### src/rtl/exc_sched.sv
// exc_sched: picks the highest-priority exception or interrupt at commit, updates CP0 and redirects fetch.
// Define EXC_INT_SYNC_EN to pass hw_int through a SYNC_STAGES-deep synchroniser before use.
module exc_sched #(
  parameter logic [31:0] EXC_VECTOR  = 32'hBFC0_0380,
  parameter int          SYNC_STAGES = 2
) (
  input  logic        clk,
  input  logic        rst,
  input  logic        commit_valid,
  input  logic [31:0] commit_pc,
  input  logic        commit_bd,
  input  logic        commit_eret,
  input  logic        if_adel,
  input  logic        id_ri,
  input  logic        id_sys,
  input  logic        id_bp,
  input  logic        ex_ov,
  input  logic        mem_adel,
  input  logic        mem_ades,
  input  logic [31:0] mem_addr,
  input  logic [5:0]  hw_int,
  input  logic        status_ie,
  input  logic        status_exl,
  input  logic [7:0]  status_im,
  input  logic [1:0]  cause_ip_sw,
  input  logic [31:0] epc_in,
  output logic [5:0]  int_pending,
  output logic        exp_en,
  output logic        exp_badvaddr_en,
  output logic [31:0] exp_badvaddr,
  output logic        exp_bd,
  output logic [4:0]  exp_code,
  output logic [31:0] exp_epc,
  output logic        exl_clr,
  output logic        flush,
  output logic        redirect_valid,
  output logic [31:0] redirect_pc,
  input  logic        redirect_ready
);

  typedef enum logic {IDLE = 1'b0, REDIR = 1'b1} state_t;

  state_t      state, state_d;
  logic        int_req, cause_hit, bva_sel;
  logic [4:0]  cause_code;
  logic [31:0] cause_bva;
  logic        exp_en_d, exp_badvaddr_en_d, exp_bd_d, exl_clr_d;
  logic [4:0]  exp_code_d;
  logic [31:0] exp_badvaddr_d, exp_epc_d, redirect_pc_d;

  if (SYNC_STAGES < 1) begin : g_bad_sync_stages
  end

`ifdef EXC_INT_SYNC_EN
  logic [5:0] sync_q [SYNC_STAGES];

  always_ff @(posedge clk or negedge rst) begin
    if (!rst) begin
      for (int i = 0; i < SYNC_STAGES; i++) sync_q[i] <= '0;
    end else begin
      sync_q[0] <= hw_int;
      for (int i = 1; i < SYNC_STAGES; i++) sync_q[i] <= sync_q[i-1];
    end
  end

  assign int_pending = sync_q[SYNC_STAGES-1];
`else
  // Already synchronous; masked during reset so every output reads 0 there.
  assign int_pending = rst ? hw_int : 6'd0;
`endif

  always_comb begin
    int_req    = status_ie & ~status_exl & (|({int_pending, cause_ip_sw} & status_im));
    cause_hit  = 1'b1;
    cause_code = 5'd0;
    bva_sel    = 1'b0;
    cause_bva  = 32'd0;
    if (int_req) begin
      cause_code = 5'd0;
    end else if (if_adel) begin
      cause_code = 5'd4;
      bva_sel    = 1'b1;
      cause_bva  = commit_pc;
    end else if (id_ri) begin
      cause_code = 5'd10;
    end else if (ex_ov) begin
      cause_code = 5'd12;
    end else if (id_sys) begin
      cause_code = 5'd8;
    end else if (id_bp) begin
      cause_code = 5'd9;
    end else if (mem_adel) begin
      cause_code = 5'd4;
      bva_sel    = 1'b1;
      cause_bva  = mem_addr;
    end else if (mem_ades) begin
      cause_code = 5'd5;
      bva_sel    = 1'b1;
      cause_bva  = mem_addr;
    end else begin
      cause_hit  = 1'b0;
    end
  end

  // CP0 fields are one-cycle pulses; only redirect_pc holds across cycles.
  always_comb begin
    state_d           = state;
    exp_en_d          = 1'b0;
    exp_badvaddr_en_d = 1'b0;
    exp_badvaddr_d    = 32'd0;
    exp_bd_d          = 1'b0;
    exp_code_d        = 5'd0;
    exp_epc_d         = 32'd0;
    exl_clr_d         = 1'b0;
    redirect_pc_d     = redirect_pc;
    case (state)
      IDLE: begin
        if (commit_valid) begin
          if (cause_hit) begin
            exp_en_d          = 1'b1;
            exp_code_d        = cause_code;
            exp_bd_d          = commit_bd;
            exp_epc_d         = commit_bd ? commit_pc - 32'd4 : commit_pc;
            exp_badvaddr_en_d = bva_sel;
            exp_badvaddr_d    = cause_bva;
            redirect_pc_d     = EXC_VECTOR;
            state_d           = REDIR;
          end else if (commit_eret) begin
            exl_clr_d     = 1'b1;
            redirect_pc_d = epc_in;
            state_d       = REDIR;
          end
        end
      end
      REDIR: begin
        if (redirect_ready) state_d = IDLE;
      end
      default: state_d = IDLE;
    endcase
  end

  always_ff @(posedge clk or negedge rst) begin
    if (!rst) begin
      state           <= IDLE;
      exp_en          <= 1'b0;
      exp_badvaddr_en <= 1'b0;
      exp_badvaddr    <= 32'd0;
      exp_bd          <= 1'b0;
      exp_code        <= 5'd0;
      exp_epc         <= 32'd0;
      exl_clr         <= 1'b0;
      redirect_pc     <= 32'd0;
    end else begin
      state           <= state_d;
      exp_en          <= exp_en_d;
      exp_badvaddr_en <= exp_badvaddr_en_d;
      exp_badvaddr    <= exp_badvaddr_d;
      exp_bd          <= exp_bd_d;
      exp_code        <= exp_code_d;
      exp_epc         <= exp_epc_d;
      exl_clr         <= exl_clr_d;
      redirect_pc     <= redirect_pc_d;
    end
  end

  assign flush          = (state == REDIR);
  assign redirect_valid = (state == REDIR);

endmodule
### config.mk
export PLATFORM = sky130hd
export DESIGN_NAME = exc_sched
export DESIGN_NICKNAME = d
export VERILOG_FILES = /design/src/rtl/exc_sched.sv
export SDC_FILE = /design/constraint.sdc
export NUM_CORES = 1
export LEC_CHECK = 0
export ABC_AREA = 1
export CAP_MARGIN = 20
export CORE_UTILIZATION = 57
export CTS_CLUSTER_SIZE = 16
export DETAILED_ROUTE_END_ITERATION = 10
export DONT_BUFFER_PORTS = 1
export GPL_TIMING_DRIVEN = 0
export PLACE_DENSITY = 0.73
export REMOVE_ABC_BUFFERS = 1
export SYNTH_ARGS = -nofsm -noshare
export SYNTH_HDL_FRONTEND = slang
export SYNTH_SLANG_ARGS = --single-unit
export TNS_END_PERCENT = 10
### constraint.sdc
create_clock -name clk -period 1.4 [get_ports clk]
set_input_delay 0.28 -clock clk [delete_from_list [all_inputs] [get_ports clk]]
set_output_delay 0.28 -clock clk [all_outputs]
set_load 0.05 [all_outputs]
==> impl_metrics.json <==
{
  "status": "finished with violations",
  "violations": "design-rule violations, negative hold slack, negative setup slack",
  "final-hold-violation-count": 105,
  "ys_ff_latch": 105,
  "path_max_fanout": 10,
  "synth_area_sq_um": 5280,
  "first_pass_iters": 9,
  "worstPathRequired_ns": 1.69,
  "p_leak_nw": 2.94,
  "die_x_um": 98.3,
  "gp_congestion": 0.892,
  "crit_path_start_kind": "flip-flop",
  "cp.arrival_ns": 1.92,
  "cts_tree": "yes",
  "cp.depth": 6,
  "r2r_setup_slack_ns": -0.23,
  "hold_path_class": "in -> async",
  "initial_core_util_pct": 59.7,
  "num_rows": 34,
  "portBuffers": 0,
  "syn_area_per_cell_sq_um": 8.13,
  "yosys_warnings": 0,
  "antenna_found_initial": 1,
  "clock_latency_ns": 0.36,
  "fillers": 739,
  "wl_per_cell_um": 17.8,
  "core_sq_um": 8850,
  "dp_hpwl_um": 9470,
  "drive_above_1_share_pct": 22.3,
  "cpPeakStageDelay_ns": 0.64,
  "path_cells": "nor2_4 > buf_12 > buf_6 > nand3_4 > buf_16 > a21oi_2",
  "synth_cells": 650,
  "insertedDiodeCount": 0,
  "grt-ovfl-total": 0,
  "ios": 240,
  "multi_input_comb_area_sq_um": 2470,
  "drt_iter0_markers": 139,
  "worst_slew_margin_rel_pct": 65.2,
  "peakVddDrop_mv": 0.582,
  "ant_nets": 0,
  "crit_family": "flip-flops",
  "hold_ws_ns": -0.403,
  "worstSetupPathType": "reg -> reg",
  "numCtsBuffers": 9,
  "worstMarginPinSlew_ns": 0.522,
  "seqCellArea_sq_um": 2630,
  "setup_viol": 94,
  "total_power_mw": 7.16,
  "totalWireLength_um": 13700,
  "rsz0062_at_grt": "true",
  "cts_max_level": 3,
  "end_kind": "flip-flop",
  "grt_pass1_vias": 4389,
  "grt_max_degree": 118,
  "cap_violations": 0,
  "avgViaCountPerCell": 5.68,
  "maxSlewViolCount": 0,
  "rr_worst_depth": 6,
  "vias": 4360,
  "track_usage_pct": 28.8,
  "cts_max_path_buffers": 2,
  "yosysSeqAreaShare_pct": 49.7,
  "cts.sinks": 105,
  "period_share_pct": 116,
  "fin_nets": 783,
  "final_common_cell": "nand2_1",
  "area_growth_pct": 12.5,
  "drcViolationCount": 14,
  "crit_slowest_cell": "dfrtp_4",
  "fmax_mhz": 613,
  "holdBufCountCts": 2,
  "crit_buf_inv": 3,
  "grt_pass1_wl_um": 21600,
  "setup_slack_ns": -0.230,
  "cts-root-buf": "clkbuf_8",
  "clkTransAtPathRegs_ns": 0.11,
  "yosysUniqueCellTypes": 31,
  "die_y_um": 98.3,
  "layout_min_cycle_time_ns": 1.63,
  "power.density_nw_per_um2": 1210,
  "finClkSkew_ns": 0.0123,
  "fp.dieArea_sq_um": 9660,
  "final_cell_mix": "nand2_1, dfrtp_1, nor2_1"
}
-- worst register-to-register path: stages, from the launching register on --
cell,delay [ns]
dfrtp_4,0.64
nor2_4,0.22
buf_12,0.13
buf_6,0.10
nand3_4,0.15
buf_16,0.20
a21oi_2,0.11
-- per-stage QoR --
stage          setup TNS, ns  setup WS (ns)  util (%)  instance area [sq um]  std cells
4_1_cts               -13.93         -0.243      66.7                   5900        770
2_1_floorplan         -95.26          -1.49         -                   5100        623
3_5_place_dp          -85.75          -1.26      60.0                   5310        734
6_report              -15.08         -0.230      67.2                   5940        768
5_1_grt               -19.88         -0.289      67.2                   5940        768
3_3_place_gp         -145.31          -2.10      59.1                   5230        731
-- registers in the layout, summed over array words and instances (netlist names) --
register and flops:
exp_en 1, exp_bd 1, exp_badvaddr_en 1, exl_clr 1, exp_code 4, exp_epc 32, flush 1, redirect_pc 32
exp_badvaddr 32
-- repair_timing --
action,CTS,global route
endpoints found under the hold margin,108,105
setup buffers,13,0
resized for setup,42,27
pin swaps,6,14
gates cloned,5,0
setup endpoints to repair,107,95
-- synthesized netlist by cell type (all sizes together) --
cell type	n	area share [%]
a21boi	1	0.36
a21oi	22	2.7
buf	18	2.9
clkbuf	9	0.64
clkinv	1	0.095
conb	1	0.071
dfrtp	105	50
ha	1	0.24
inv	63	4.5
nand2	205	15
nand3	53	6.4
nand3b	1	0.14
nand4	18	2.1
nor2	110	10
nor3	3	0.38
nor4	3	0.36
o211ai	2	0.28
o21ai	27	2.6
xor2	7	1.2
-- power breakdown --
group	internal, mW	leakage [nW]	switching (mW)
Clock	0.651	0.0749	1.06
Sequential	3.27	1.40	1.12
Combinational	0.411	1.46	0.656
-- layout make-up --
type	count	share of cell area (%)
clock buffer	10	2.15
clock inverter	6	0.737
inverter	64	4.06
multi-input combinational	456	41.5
sequential	105	44.3
tap	108	2.27
timing repair buffer	19	4.99
-- routing by layer --
layer	vias up	routed length [um]	GRT usage, %
li1	2042	-	-
met1	2091	5220	32.1
met2	201	7030	52.3
met3	24	1190	9.45
met4	2	221	8.27
met5	-	13	0
-- worst paths after layout --
path,startpoint,end
max reg2reg,flush,exp_badvaddr[22]
max in group asynchronous,rst,exp_badvaddr[8]
min,rst,exp_badvaddr[12]
min reg2reg,redirect_pc[11],redirect_pc[11]
max,flush,exp_badvaddr[22]
min in group clk,epc_in[18],redirect_pc[18]
-- cells by family (layout without fill, tap and decap cells) --
family / after synthesis / after routing / share of synthesized area, %
AND/OR/NAND/NOR: 393 / 395 / 34.8
AO/OA/AOI/OAI: 52 / 52 / 5.92
XOR/XNOR: 7 / 7 / 1.16
flip-flops: 105 / 105 / 49.7
buffers and inverters: 91 / 99 / 8.10
adder cells (fa/ha/maj): 1 / 1 / 0.237
other: 1 / 1 / 0.0710
(Power assumes the default switching activity.)
